==> config.mk <==
export PLATFORM = sky130hd
export DESIGN_NAME = apb_slave_exe_ctrl_flat
export DESIGN_NICKNAME = d
export VERILOG_FILES = /design/src/rtl/apb_slave_exe_ctrl_if.sv /design/src/rtl/apb_slave_exe_ctrl.sv /design/src/flat_wrapper.sv
export SDC_FILE = /design/constraint.sdc
export NUM_CORES = 1
export LEC_CHECK = 0
export ABC_AREA = 0
export CAP_MARGIN = 20
export CORE_MARGIN = 2
export CORE_UTILIZATION = 48
export CTS_CLUSTER_DIAMETER = 40
export DETAILED_ROUTE_END_ITERATION = 6
export DONT_BUFFER_PORTS = 1
export PLACE_DENSITY = 0.67
export SLEW_MARGIN = 15
export SYNTH_ARGS = -nofsm -noshare
export SYNTH_HDL_FRONTEND = slang
export SYNTH_SLANG_ARGS = --single-unit
export TNS_END_PERCENT = 5
==> constraint.sdc <==
create_clock -name i_PCLK -period 2.8 [get_ports i_PCLK]
set_clock_uncertainty 0.1 [all_clocks]
set_input_delay 0.56 -clock i_PCLK [delete_from_list [all_inputs] [get_ports i_PCLK]]
set_output_delay 0.56 -clock i_PCLK [all_outputs]
set_load 0.01 [all_outputs]
==> src/rtl/apb_slave_exe_ctrl_if.sv <==
// APB3 bus bundle between the interconnect (master) and apb_slave_exe_ctrl (slave).
// Signal names keep the i_/o_ direction prefixes as seen from the slave.
interface apb_slave_exe_ctrl_if #(
  parameter int ADDR_WIDTH = 16,
  parameter int DATA_WIDTH = 8
);
  logic [ADDR_WIDTH-1:0] i_PADDR;
  logic                  i_PSEL;
  logic                  i_PENABLE;
  logic                  i_PWRITE;
  logic [DATA_WIDTH-1:0] i_PWDATA;
  logic                  o_PREADY;
  logic [DATA_WIDTH-1:0] o_PRDATA;
  logic                  o_PSLVERR;

  modport slave (
    input  i_PADDR, i_PSEL, i_PENABLE, i_PWRITE, i_PWDATA,
    output o_PREADY, o_PRDATA, o_PSLVERR
  );

  modport master (
    output i_PADDR, i_PSEL, i_PENABLE, i_PWRITE, i_PWDATA,
    input  o_PREADY, o_PRDATA, o_PSLVERR
  );
endinterface

==> src/rtl/apb_slave_exe_ctrl.sv <==
// APB3 slave front-end for a multi-cycle exe unit: operand registers, start/busy/done sequencer,
// result capture and read wait states. Optional macro EXE_IRQ_EN adds o_IRQ and CTRL bit2 IRQ_EN.
module apb_slave_exe_ctrl #(
  parameter int DATA_WIDTH   = 8,
  parameter int ADDR_WIDTH   = 16,
  parameter int EXE_LATENCY  = 2,
  parameter int STATUS_WIDTH = 4
) (
  input  logic                    i_PCLK,
  input  logic                    i_PRESETn,
  apb_slave_exe_ctrl_if.slave     apb,
  output logic [DATA_WIDTH-1:0]   o_EXE_OPER,
  output logic [DATA_WIDTH-1:0]   o_EXE_ARGA,
  output logic [DATA_WIDTH-1:0]   o_EXE_ARGB,
  input  logic [DATA_WIDTH-1:0]   i_EXE_RESULT,
  input  logic [STATUS_WIDTH-1:0] i_EXE_STATUS
`ifdef EXE_IRQ_EN
  ,
  output logic                    o_IRQ
`endif
);

  localparam int CNT_W = $clog2(EXE_LATENCY + 1);

  typedef enum logic {
    IDLE = 1'b0,
    RUN  = 1'b1
  } seq_state_e;

  seq_state_e              state_q, state_d;
  logic [CNT_W-1:0]        cnt_q, cnt_d;
  logic [DATA_WIDTH-1:0]   oper_q, oper_d;
  logic [DATA_WIDTH-1:0]   arga_q, arga_d;
  logic [DATA_WIDTH-1:0]   argb_q, argb_d;
  logic [DATA_WIDTH-1:0]   result_q, result_d;
  logic [STATUS_WIDTH-1:0] status_q, status_d;
  logic                    done_q, done_d;
`ifdef EXE_IRQ_EN
  logic                    irq_en_q, irq_en_d;
  logic                    irq_q, irq_d;
`endif

  logic [2:0]            idx;
  logic                  out_of_range;
  logic                  access;
  logic                  is_write;
  logic                  busy;
  logic                  rd_wait;
  logic                  err;
  logic                  ready;
  logic                  fire;
  logic [DATA_WIDTH-1:0] wdata;
  logic [DATA_WIDTH-1:0] status_word;
  logic [DATA_WIDTH-1:0] rdata;

  assign idx          = apb.i_PADDR[2:0];
  assign out_of_range = |apb.i_PADDR[ADDR_WIDTH-1:3];
  assign access       = apb.i_PSEL & apb.i_PENABLE;
  assign is_write     = apb.i_PWRITE;
  assign wdata        = apb.i_PWDATA;
  assign busy         = (state_q == RUN);

  // A RESULT/STATUS read during a computation stalls until the cycle after capture.
  assign rd_wait = ~is_write & busy & ~out_of_range & ((idx == 3'd4) | (idx == 3'd5));
  assign ready   = i_PRESETn & access & ~rd_wait;
  assign fire    = ready & ~err & is_write;

  assign apb.o_PREADY  = ready;
  assign apb.o_PSLVERR = ready & err;
  assign apb.o_PRDATA  = (ready & ~err & ~is_write) ? rdata : '0;

  assign o_EXE_OPER = oper_q;
  assign o_EXE_ARGA = arga_q;
  assign o_EXE_ARGB = argb_q;
`ifdef EXE_IRQ_EN
  assign o_IRQ = irq_q;
`endif

  always_comb begin
    err = 1'b0;
    case (idx)
      3'd0, 3'd1, 3'd2: err = is_write & busy;
      3'd3:             err = ~is_write | (busy & (wdata[0] | wdata[1]));
      3'd4, 3'd5, 3'd6: err = is_write;
      default:          err = 1'b1;
    endcase
    if (out_of_range) begin
      err = 1'b1;
    end
  end

  always_comb begin
    status_word                    = '0;
    status_word[STATUS_WIDTH-1:0]  = status_q;
    status_word[STATUS_WIDTH]      = busy;
    status_word[STATUS_WIDTH+1]    = done_q;
`ifdef EXE_IRQ_EN
    status_word[DATA_WIDTH-1]      = irq_en_q;
`endif
  end

  always_comb begin
    rdata = '0;
    case (idx)
      3'd0:    rdata = oper_q;
      3'd1:    rdata = arga_q;
      3'd2:    rdata = argb_q;
      3'd4:    rdata = result_q;
      3'd5:    rdata = status_word;
      3'd6:    rdata = DATA_WIDTH'(8'hA5);
      default: rdata = '0;
    endcase
  end

  // Register writes and sequencer; START in RUN never reaches here because it is an error.
  always_comb begin
    state_d  = state_q;
    cnt_d    = cnt_q;
    oper_d   = oper_q;
    arga_d   = arga_q;
    argb_d   = argb_q;
    result_d = result_q;
    status_d = status_q;
    done_d   = done_q;
`ifdef EXE_IRQ_EN
    irq_en_d = irq_en_q;
    irq_d    = done_q & irq_en_q;
`endif

    if (state_q == RUN) begin
      cnt_d = cnt_q - CNT_W'(1);
      if (cnt_q == CNT_W'(1)) begin
        state_d  = IDLE;
        result_d = i_EXE_RESULT;
        status_d = i_EXE_STATUS;
        done_d   = 1'b1;
      end
    end

    if (fire) begin
      case (idx)
        3'd0: oper_d = wdata;
        3'd1: arga_d = wdata;
        3'd2: argb_d = wdata;
        3'd3: begin
          if (wdata[1]) begin
            done_d = 1'b0;
          end
`ifdef EXE_IRQ_EN
          irq_en_d = wdata[2];
`endif
          if (wdata[0]) begin
            state_d = RUN;
            cnt_d   = CNT_W'(EXE_LATENCY);
            done_d  = 1'b0;
          end
        end
        default: ;
      endcase
    end
  end

  always_ff @(posedge i_PCLK or negedge i_PRESETn) begin
    if (!i_PRESETn) begin
      state_q  <= IDLE;
      cnt_q    <= '0;
      oper_q   <= '0;
      arga_q   <= '0;
      argb_q   <= '0;
      result_q <= '0;
      status_q <= '0;
      done_q   <= 1'b0;
`ifdef EXE_IRQ_EN
      irq_en_q <= 1'b0;
      irq_q    <= 1'b0;
`endif
    end else begin
      state_q  <= state_d;
      cnt_q    <= cnt_d;
      oper_q   <= oper_d;
      arga_q   <= arga_d;
      argb_q   <= argb_d;
      result_q <= result_d;
      status_q <= status_d;
      done_q   <= done_d;
`ifdef EXE_IRQ_EN
      irq_en_q <= irq_en_d;
      irq_q    <= irq_d;
`endif
    end
  end

endmodule

==> src/flat_wrapper.sv <==
// flat-port wrapper written by rule: the top's interface ports become plain ports
module apb_slave_exe_ctrl_flat 
#(
  parameter int DATA_WIDTH   = 8,
  parameter int ADDR_WIDTH   = 16,
  parameter int EXE_LATENCY  = 2,
  parameter int STATUS_WIDTH = 4
)
  (i_PCLK, i_PRESETn, o_EXE_OPER, o_EXE_ARGA, o_EXE_ARGB, i_EXE_RESULT, i_EXE_STATUS, apb_i_PADDR, apb_i_PSEL, apb_i_PENABLE, apb_i_PWRITE, apb_i_PWDATA, apb_o_PREADY, apb_o_PRDATA, apb_o_PSLVERR);
  apb_slave_exe_ctrl_if #(.ADDR_WIDTH(ADDR_WIDTH), .DATA_WIDTH(DATA_WIDTH)) apb_i ();
  input  logic i_PCLK;
  input  logic i_PRESETn;
  output logic [DATA_WIDTH-1:0] o_EXE_OPER;
  output logic [DATA_WIDTH-1:0] o_EXE_ARGA;
  output logic [DATA_WIDTH-1:0] o_EXE_ARGB;
  input  logic [DATA_WIDTH-1:0] i_EXE_RESULT;
  input  logic [STATUS_WIDTH-1:0] i_EXE_STATUS;
  input wire logic [$bits(apb_i.i_PADDR)-1:0] apb_i_PADDR;
  input wire logic [$bits(apb_i.i_PSEL)-1:0] apb_i_PSEL;
  input wire logic [$bits(apb_i.i_PENABLE)-1:0] apb_i_PENABLE;
  input wire logic [$bits(apb_i.i_PWRITE)-1:0] apb_i_PWRITE;
  input wire logic [$bits(apb_i.i_PWDATA)-1:0] apb_i_PWDATA;
  output wire logic [$bits(apb_i.o_PREADY)-1:0] apb_o_PREADY;
  output wire logic [$bits(apb_i.o_PRDATA)-1:0] apb_o_PRDATA;
  output wire logic [$bits(apb_i.o_PSLVERR)-1:0] apb_o_PSLVERR;
  assign apb_i.i_PADDR = apb_i_PADDR;
  assign apb_i.i_PSEL = apb_i_PSEL;
  assign apb_i.i_PENABLE = apb_i_PENABLE;
  assign apb_i.i_PWRITE = apb_i_PWRITE;
  assign apb_i.i_PWDATA = apb_i_PWDATA;
  assign apb_o_PREADY = apb_i.o_PREADY;
  assign apb_o_PRDATA = apb_i.o_PRDATA;
  assign apb_o_PSLVERR = apb_i.o_PSLVERR;
  apb_slave_exe_ctrl #(.DATA_WIDTH(DATA_WIDTH), .ADDR_WIDTH(ADDR_WIDTH), .EXE_LATENCY(EXE_LATENCY), .STATUS_WIDTH(STATUS_WIDTH)) u_core (.i_PCLK(i_PCLK), .i_PRESETn(i_PRESETn), .apb(apb_i), .o_EXE_OPER(o_EXE_OPER), .o_EXE_ARGA(o_EXE_ARGA), .o_EXE_ARGB(o_EXE_ARGB), .i_EXE_RESULT(i_EXE_RESULT), .i_EXE_STATUS(i_EXE_STATUS));
endmodule
==> results.toml, run 1 <==
[pwr]
static-leakage-power_nw = 0.992
ir_worst_vdd_uv = 296
power.density_cell_area_mw_per_mm2 = 460

[timing]
final_report_max_slew_violation_count = 0
layout_min_cycle_time_ns = 2.59
unrepaired_setup_endpoints_after_global_routing = "no"
report.final.hold_viol_count = 0
timing_worst_slew_pin_value_ns = 0.758
setup_viol = 0
fmax_ghz = 0.386
maxSlewHeadroom_pct = 49.4
timing.final.crit_share_pct = 92.6
final.setup.tns_ns = 0

[finish]
area_growth_from_synthesis_to_layout_pct = 8.82
nFillCells = 371
final_cell_area_mm2 = 0.00230
final_layout_size_suffix_gt1_share_pct = 36.6
multi_input_comb_area_mm2 = 0.00107
seqCellArea_mm2 = 0.00100
nNetsFinal = 216
antenna_cells_inserted = 0
final-instance-count-excl-fill = 227

[clock_network]
max-clock-path-buffers = 2
clock-root-buffer = "clkbuf_8"
clk_transition_reported_paths_ns = 0.08
clock_tree_from_tritoncts = "built"
htreeDepth = 2
cts.sinks = 40
clock_latency_ns = 0.30
cts_buffers = 5
cts_post_setup_buffers_inserted = 0

[placed_design]
area_after_detailed_placement_mm2 = 0.00217
gp_routability_congestion = 0.827
place.port_buffers = 0
place_inst = 217
hpwl_um = 3510

[yosys]
sequential_fraction_of_the_synthesis_area_pct = 47.4
synth.avg_cell_area_um2 = 12.4
synth-main-ff-cell = "dfrtp_1"
yosysTopAreaCell = "dfrtp_1"
synth_fp_nets = 212
synth.area.top_cells = "dfrtp_1 (47%), mux2_2 (21%), nor2_1 (3.4%)"
yosys.cell_types.count = 36
synth.top_cell.area_share_pct = 47.4
yosys_register_bits = 40
netlist_area_mm2 = 0.00211
synthArstFlopShare_pct = 100
cells_after_synthesis = 170
synth.yosys.warnings = 0
edff_count_synth = 0

[worst_setup_path]
slowest_stage = "a22oi_1"
crit_path_end_kind = "output pin"
crit_path_max_incr_delay_ns = 0.66
rrSetupSlack_ns = 0.59
worstSetupStartpointType = "flop"
required_ns = 2.14
critical_path_peak_fanout = 9
crit_arrival_ns = 1.93
timing_worst_setup_path_type = "flop to output pin"
crit_chain = "o21ai_0 > a22oi_1 > o21a_1"

[worst_hold_path]
holdCritPathClass = "primary input to flop"

[die]
floorplan.die_area_mm2 = 0.00495
die_width_um = 70.4
core_area_mm2 = 0.00429
floorplan.die.height_um = 70.4
ioPinCount = 75
placement_rows = 24
start_util_pct = 49.2

[drt]
drc_errors = 0
drtIter0Drc = 28
detail-route-antenna-nets = 0
dr_total_vias = 1435
first_pass_iteration_count_of_the_detailed_router = 4
route.detailed.vias_per_inst = 6.32
avgRoutedWirePerCell_um = 21.8
detailed_route_wl_um = 4960

[grt]
first_global_vias = 1603
grt_remaining_overflow = 0
groute.usage.overall_pct = 21.2
grt_start_max_net_pins = 41
wire_length_of_the_first_global_routing_pass_um = 8020
antenna_found_initial = 0

[run_status]
result_of_the_run = "completed"

[job]
drv.max_cap_violation_count = 0
area by class of cell:
| cell class | instances | share of cell area [%] |
|---|---|---|
| Multi-Input combinational cell | 118 | 46.5 |
| Clock buffer | 7 | 3.75 |
| Sequential cell | 40 | 43.5 |
| Timing Repair Buffer | 6 | 2.61 |
| Tap cell | 52 | 2.83 |
| Inverter | 3 | 0.490 |
| Clock inverter | 1 | 0.326 |
kinds of logic after synthesis:
family,count (synthesis),share of synthesized area (%)
AO/OA/AOI/OAI,23,7.64
adder cells (fa/ha/maj),1,0.592
buffers and inverters,12,2.25
XOR/XNOR,1,0.415
multiplexers,48,26.8
AND/OR/NAND/NOR,45,14.9
flip-flops,40,47.4
routing by layer:
metal | global-route usage, % | share of wire (%) | routed length (um) | up-vias
li1 | - | - | - | 630
met1 | 23.8 | 39 | 1920 | 731
met2 | 35.8 | 51 | 2520 | 61
met3 | 8.51 | 8.4 | 416 | 13
met4 | 8.33 | 2.0 | 100 | 0
met5 | 0 | 0 | 0 | -
repair_timing:
item | CTS | global route
endpoints found under the hold margin | 40 | 2
gates resized for setup | 0 | 1
setup endpoints to repair | 0 | 8
hold buffers | 1 | 1
layout by cell type (no fill, tap or decap), types with 2 or more instances in the layout:
| cell type | instances |
|---|---|
| a21oi_1 | 5 |
| a22oi_1 | 7 |
| buf_4 | 4 |
| clkbuf_8 | 6 |
| dfrtp_1 | 40 |
| inv_1 | 3 |
| mux2_2 | 39 |
| mux2i_1 | 6 |
| mux4_2 | 3 |
| nand2_1 | 4 |
| nand2b_1 | 2 |
| nand3b_1 | 3 |
| nor2_1 | 19 |
| nor2b_1 | 3 |
| nor4_2 | 2 |
| nor4_4 | 2 |
| o21ai_0 | 3 |
| o22a_1 | 3 |
power by group:
group,switching (W),total [W],internal (W)
logic,0.0000327,0.0000658,0.0000331
registers,0.00000440,0.000590,0.000586
clock network,0.000202,0.000402,0.000200
total,0.000239,0.00106,0.000819
sequential cells by signal, indices dropped and copies added, names as in the netlist:
signal / cells
u_core.o_EXE_ARGA: 8
u_core.o_EXE_ARGB: 8
u_core.o_EXE_OPER: 8
u_core.result_q: 8
u_core.status_q: 4
u_core.cnt_q: 2
u_core.busy: 1
u_core.done_q: 1
Yosys cell counts, drive strengths merged, types with 2 or more instances:
library cell / n
dfrtp: 40
mux2: 39
nor2: 19
a22oi: 7
mux2i: 6
a21oi: 5
clkbuf: 5
buf: 4
nand2: 4
nor4: 4
inv: 3
mux4: 3
nand3b: 3
nor2b: 3
o21ai: 3
o22a: 3
nand2b: 2
path summary, 6_finish.rpt:
check | startpoint | to | cells after the start
max | u_core.busy | apb_o_PSLVERR | 3
min | apb_i_PWDATA[0] | u_core.cnt_q[0] | 1
max reg2reg | u_core.busy | u_core.o_EXE_ARGB[0] | 5
min reg2reg | u_core.result_q[2] | u_core.result_q[2] | 1
max in group asynchronous | i_PRESETn | u_core.done_q | 2
min in group asynchronous | i_PRESETn | u_core.o_EXE_OPER[7] | 2
critical path: cells and delay by family (launching register included):
kind               cells  cell delay (ns)
AOI/OAI and AO/OA      3             1.12
DFF                    1             0.52
stage by stage:
step	worst slack, ns	hold WS (ns)	utilization (%)	total power [W]
after floorplan	0.0948	0.164	-	0.000656
after global placement	0.0588	0.166	50.6	0.000650
after detailed placement	0.0266	0.165	50.6	0.000652
after CTS	0.0274	0.00139	53.2	0.00107
after global routing	0.0776	0.252	53.6	0.00109
final	0.206	0.247	53.6	0.00106
Note: power is estimated with default switching activity, not from simulation.
==> run 2, diff against run 1 <==
--- a/config.mk
+++ b/config.mk
@@ -7,5 +7,5 @@
 export LEC_CHECK = 0
-export ABC_AREA = 0
+export ABC_AREA = 1
 export CAP_MARGIN = 20
-export CORE_MARGIN = 2
+export CORE_MARGIN = 4
 export CORE_UTILIZATION = 48
--- a/constraint.sdc
+++ b/constraint.sdc
@@ -4,2 +4,2 @@
 set_output_delay 0.56 -clock i_PCLK [all_outputs]
-set_load 0.01 [all_outputs]
+set_load 0.05 [all_outputs]
==> run 2 against run 1 <==
Worst hold slack improved by 0.062 ns. Register-to-register slack improved by 0.02 ns. Sequential cell count unchanged. Non-clock buffer count increased by 14. Power increased by 7.0%. Critical path depth increased by 5. Synthesized cell count increased by 52%. Sequential share of layout area decreased by 1.9 points. Area after synthesis increased by 0.53%. Combinational power increased by 7.6%. Global-route usage increased by 0.53 points. Count of clock-buffer cells in the layout decreased by 2. Critical path type unchanged. Largest cell class is now registers.
==> results.toml, run 2 <==
[run_status]
result_of_the_run = "completed"

[yosys]
cells_after_synthesis = 259
synth_fp_nets = 301
synth.top_cells.by_count = "nand2_1 (87), dfrtp_1 (40), nand4_1 (27)"
synth.area.top_cells = "dfrtp_1 (47%), nand2_1 (15%), nand4_1 (8.0%)"
synth.top_cell.area_share_pct = 47.1
synth.most_common_cell = "nand2_1"
yosysTopAreaCell = "dfrtp_1"
synth.yosys.warnings = 0
sequential_fraction_of_the_synthesis_area_pct = 47.1
synthArstFlopShare_pct = 100
synth-main-ff-cell = "dfrtp_1"
edff_count_synth = 0
yosys.cell_types.count = 27
yosys_register_bits = 40
netlist_area_mm2 = 0.00212
synth.avg_cell_area_um2 = 8.20

[clock_network]
max-clock-path-buffers = 2
clock-root-buffer = "clkbuf_8"
htreeDepth = 2
cts_post_setup_buffers_inserted = 0
clock_latency_ns = 0.29
clk_transition_reported_paths_ns = 0.08
cts_buffers = 5
clock_tree_from_tritoncts = "built"
cts.sinks = 40

[timing]
layout_min_cycle_time_ns = 2.57
fmax_ghz = 0.389
report.final.hold_viol_count = 0
timing.final.crit_share_pct = 91.9
timing_worst_slew_pin_value_ns = 0.534
setup_viol = 0
maxSlewHeadroom_pct = 64.3
hold_ws_ns = 0.309
final_report_max_slew_violation_count = 0
unrepaired_setup_endpoints_after_global_routing = "no"

[pwr]
fin_total_pwr_w = 0.00113
combinationalPowerShare_pct = 6.3
power.density_cell_area_mw_per_mm2 = 471
static-leakage-power_nw = 1.18
ir_worst_vdd_uv = 284
power.switching_w = 0.000257
power_switching_share_pct = 22.7
cell_internal_pwr_w = 0.000875
clock_power_share_pct = 41.6
share_seq_of_total_power_pct = 52.2

[worst_setup_path]
required_ns = 2.14
worstSetupStartpointType = "flop"
crit_chain = "o21ai_0 > nand2_1 > nand2_1 > nand2_1 > nor2_2 > nand3_4 > nor2_1 > buf_4"
crit_path_end_kind = "output pin"
critical_path_peak_fanout = 10
slowest_stage = "dfrtp_1"
crit_arrival_ns = 1.91
count_of_buffering_cells_on_the_critical_path_with_inverters_included = 1
crit_path_max_incr_delay_ns = 0.50
worst_path_dominant_cell_family = "simple AND/OR/NAND/NOR gates"
worst_r2r_startpoint = "u_core.busy"
critical_path.startpoint = "u_core.busy"
timing_worst_setup_path_type = "flop to output pin"
crit_top_cell = "nand2_1"

[finish]
final-instance-count-excl-fill = 325
area_growth_from_synthesis_to_layout_pct = 13.1
final_layout_size_suffix_gt1_share_pct = 16.0
final_cell_mix = "nand2_1 (87), dfrtp_1 (40), nand4_1 (27), nor2_1 (23), buf_4 (17)"
post-route-util_pct = 58.0
nNetsFinal = 316
layout_commonest_cell = "nand2_1"
final_cell_area_mm2 = 0.00240
antenna_cells_inserted = 0

[die]
ioPinCount = 75
floorplan.die.height_um = 74.5
die_width_um = 74.5
start_util_pct = 51.3
core_area_mm2 = 0.00414
floorplan.die_area_mm2 = 0.00555
placement_rows = 23

[worst_hold_path]
min-delay-start = "i_EXE_STATUS[3]"
holdCritPathClass = "primary input to flop"

[grt]
antenna_found_initial = 0
first_global_vias = 1814
groute.usage.overall_pct = 21.8
grt_remaining_overflow = 0
grt_start_max_net_pins = 41
wire_length_of_the_first_global_routing_pass_um = 9000

[drt]
route.detailed.vias_per_inst = 5.71
detail-route-antenna-nets = 0
drtIter0Drc = 118
first_pass_iteration_count_of_the_detailed_router = 4
drc_errors = 0
avgRoutedWirePerCell_um = 17.2
dr_total_vias = 1857
detailed_route_wl_um = 5600

[placed_design]
place.port_buffers = 0
hpwl_um = 4130
place_inst = 315
area_after_detailed_placement_mm2 = 0.00226
gp_routability_congestion = 0.866

[job]
drv.max_cap_violation_count = 0
[run 2: changes by cell type after synthesis, sizes merged, moves of 4 or more]
cell   before  now
nand2       4   88
mux2       39   12
nand4       1   27
inv         3   16
nand3       0   10
a22oi       7    0
mux2i       6    0
nor2       19   25
buf         4    9
nor4        4    0
[run 2: worst reg2reg max path, delay by kind of cell, from the launching register on]
kind | cells | cell delay (ns)
buffers and inverters | 1 | 0.32
flip-flops | 1 | 0.50
AND/OR/NAND/NOR | 7 | 0.97
AO/OA/AOI/OAI | 1 | 0.19
[run 2: stage by stage]
stage / setup WS (ns) / TNS (ns)
6_report: 0.226 / 0
5_1_grt: 0.0720 / 0
4_1_cts: 0.222 / 0
3_5_place_dp: 0.377 / 0
3_3_place_gp: 0.396 / 0
2_1_floorplan: -0.0412 / -0.0513
[run 2: power groups by stage]
| stage | clock network [W] | logic (W) | registers, W |
|---|---|---|---|
| after floorplan | 0 | 0.0000507 | 0.000601 |
| after global placement | 0 | 0.0000546 | 0.000602 |
| after detailed placement | 0 | 0.0000552 | 0.000602 |
| after CTS | 0.000476 | 0.0000701 | 0.000591 |
| after global routing | 0.000507 | 0.0000794 | 0.000592 |
| final | 0.000471 | 0.0000708 | 0.000591 |
[run 2: area by class of cell]
class | count | area, um^2
flip-flops and latches | 40 | 1000
repair buffers | 20 | 178
multi-input cells | 191 | 991
well taps | 50 | 62.6
clock inverters | 3 | 42.5
clock buffers | 5 | 68.8
inverters | 16 | 60.1
fillers | 399 | 1740
[run 2: worst paths after layout]
| path | endpoint | cells past startpoint | slack, ns |
|---|---|---|---|
| min in group asynchronous | u_core.status_q[1] | 2 | 0.62 |
| max reg2reg | u_core.o_EXE_ARGA[1] | 9 | 0.61 |
| min | u_core.status_q[3] | 1 | 0.31 |
| max | apb_o_PRDATA[7] | 8 | 0.23 |
| min reg2reg | u_core.result_q[4] | 1 | 0.41 |
| max in group asynchronous | u_core.done_q | 2 | 1.78 |
[run 2: logic make-up after synthesis]
logic type / share of synthesized area (%)
and+or+nand+nor: 32.9
DFF: 47.1
buffers and inverters: 6.36
AOI/OAI and AO/OA: 6.24
muxes: 6.36
xor gates and xnor gates: 0.412
adders and majority gates: 0.589
[run 2: metal layers]
layer	up-vias	share of wire, %	global-route usage, %	wire length (um)
li1	907	-	-	-
met1	849	40	27.9	2250
met2	94	48	35.1	2690
met3	7	11	7.16	588
met4	0	1.3	6.52	74
met5	-	0	0	0
[run 2: what timing repair did]
action | in CTS | in global routing
endpoints found under the hold margin | 40 | 13
hold buffers | 1 | 1
gates resized for setup | 0 | 0
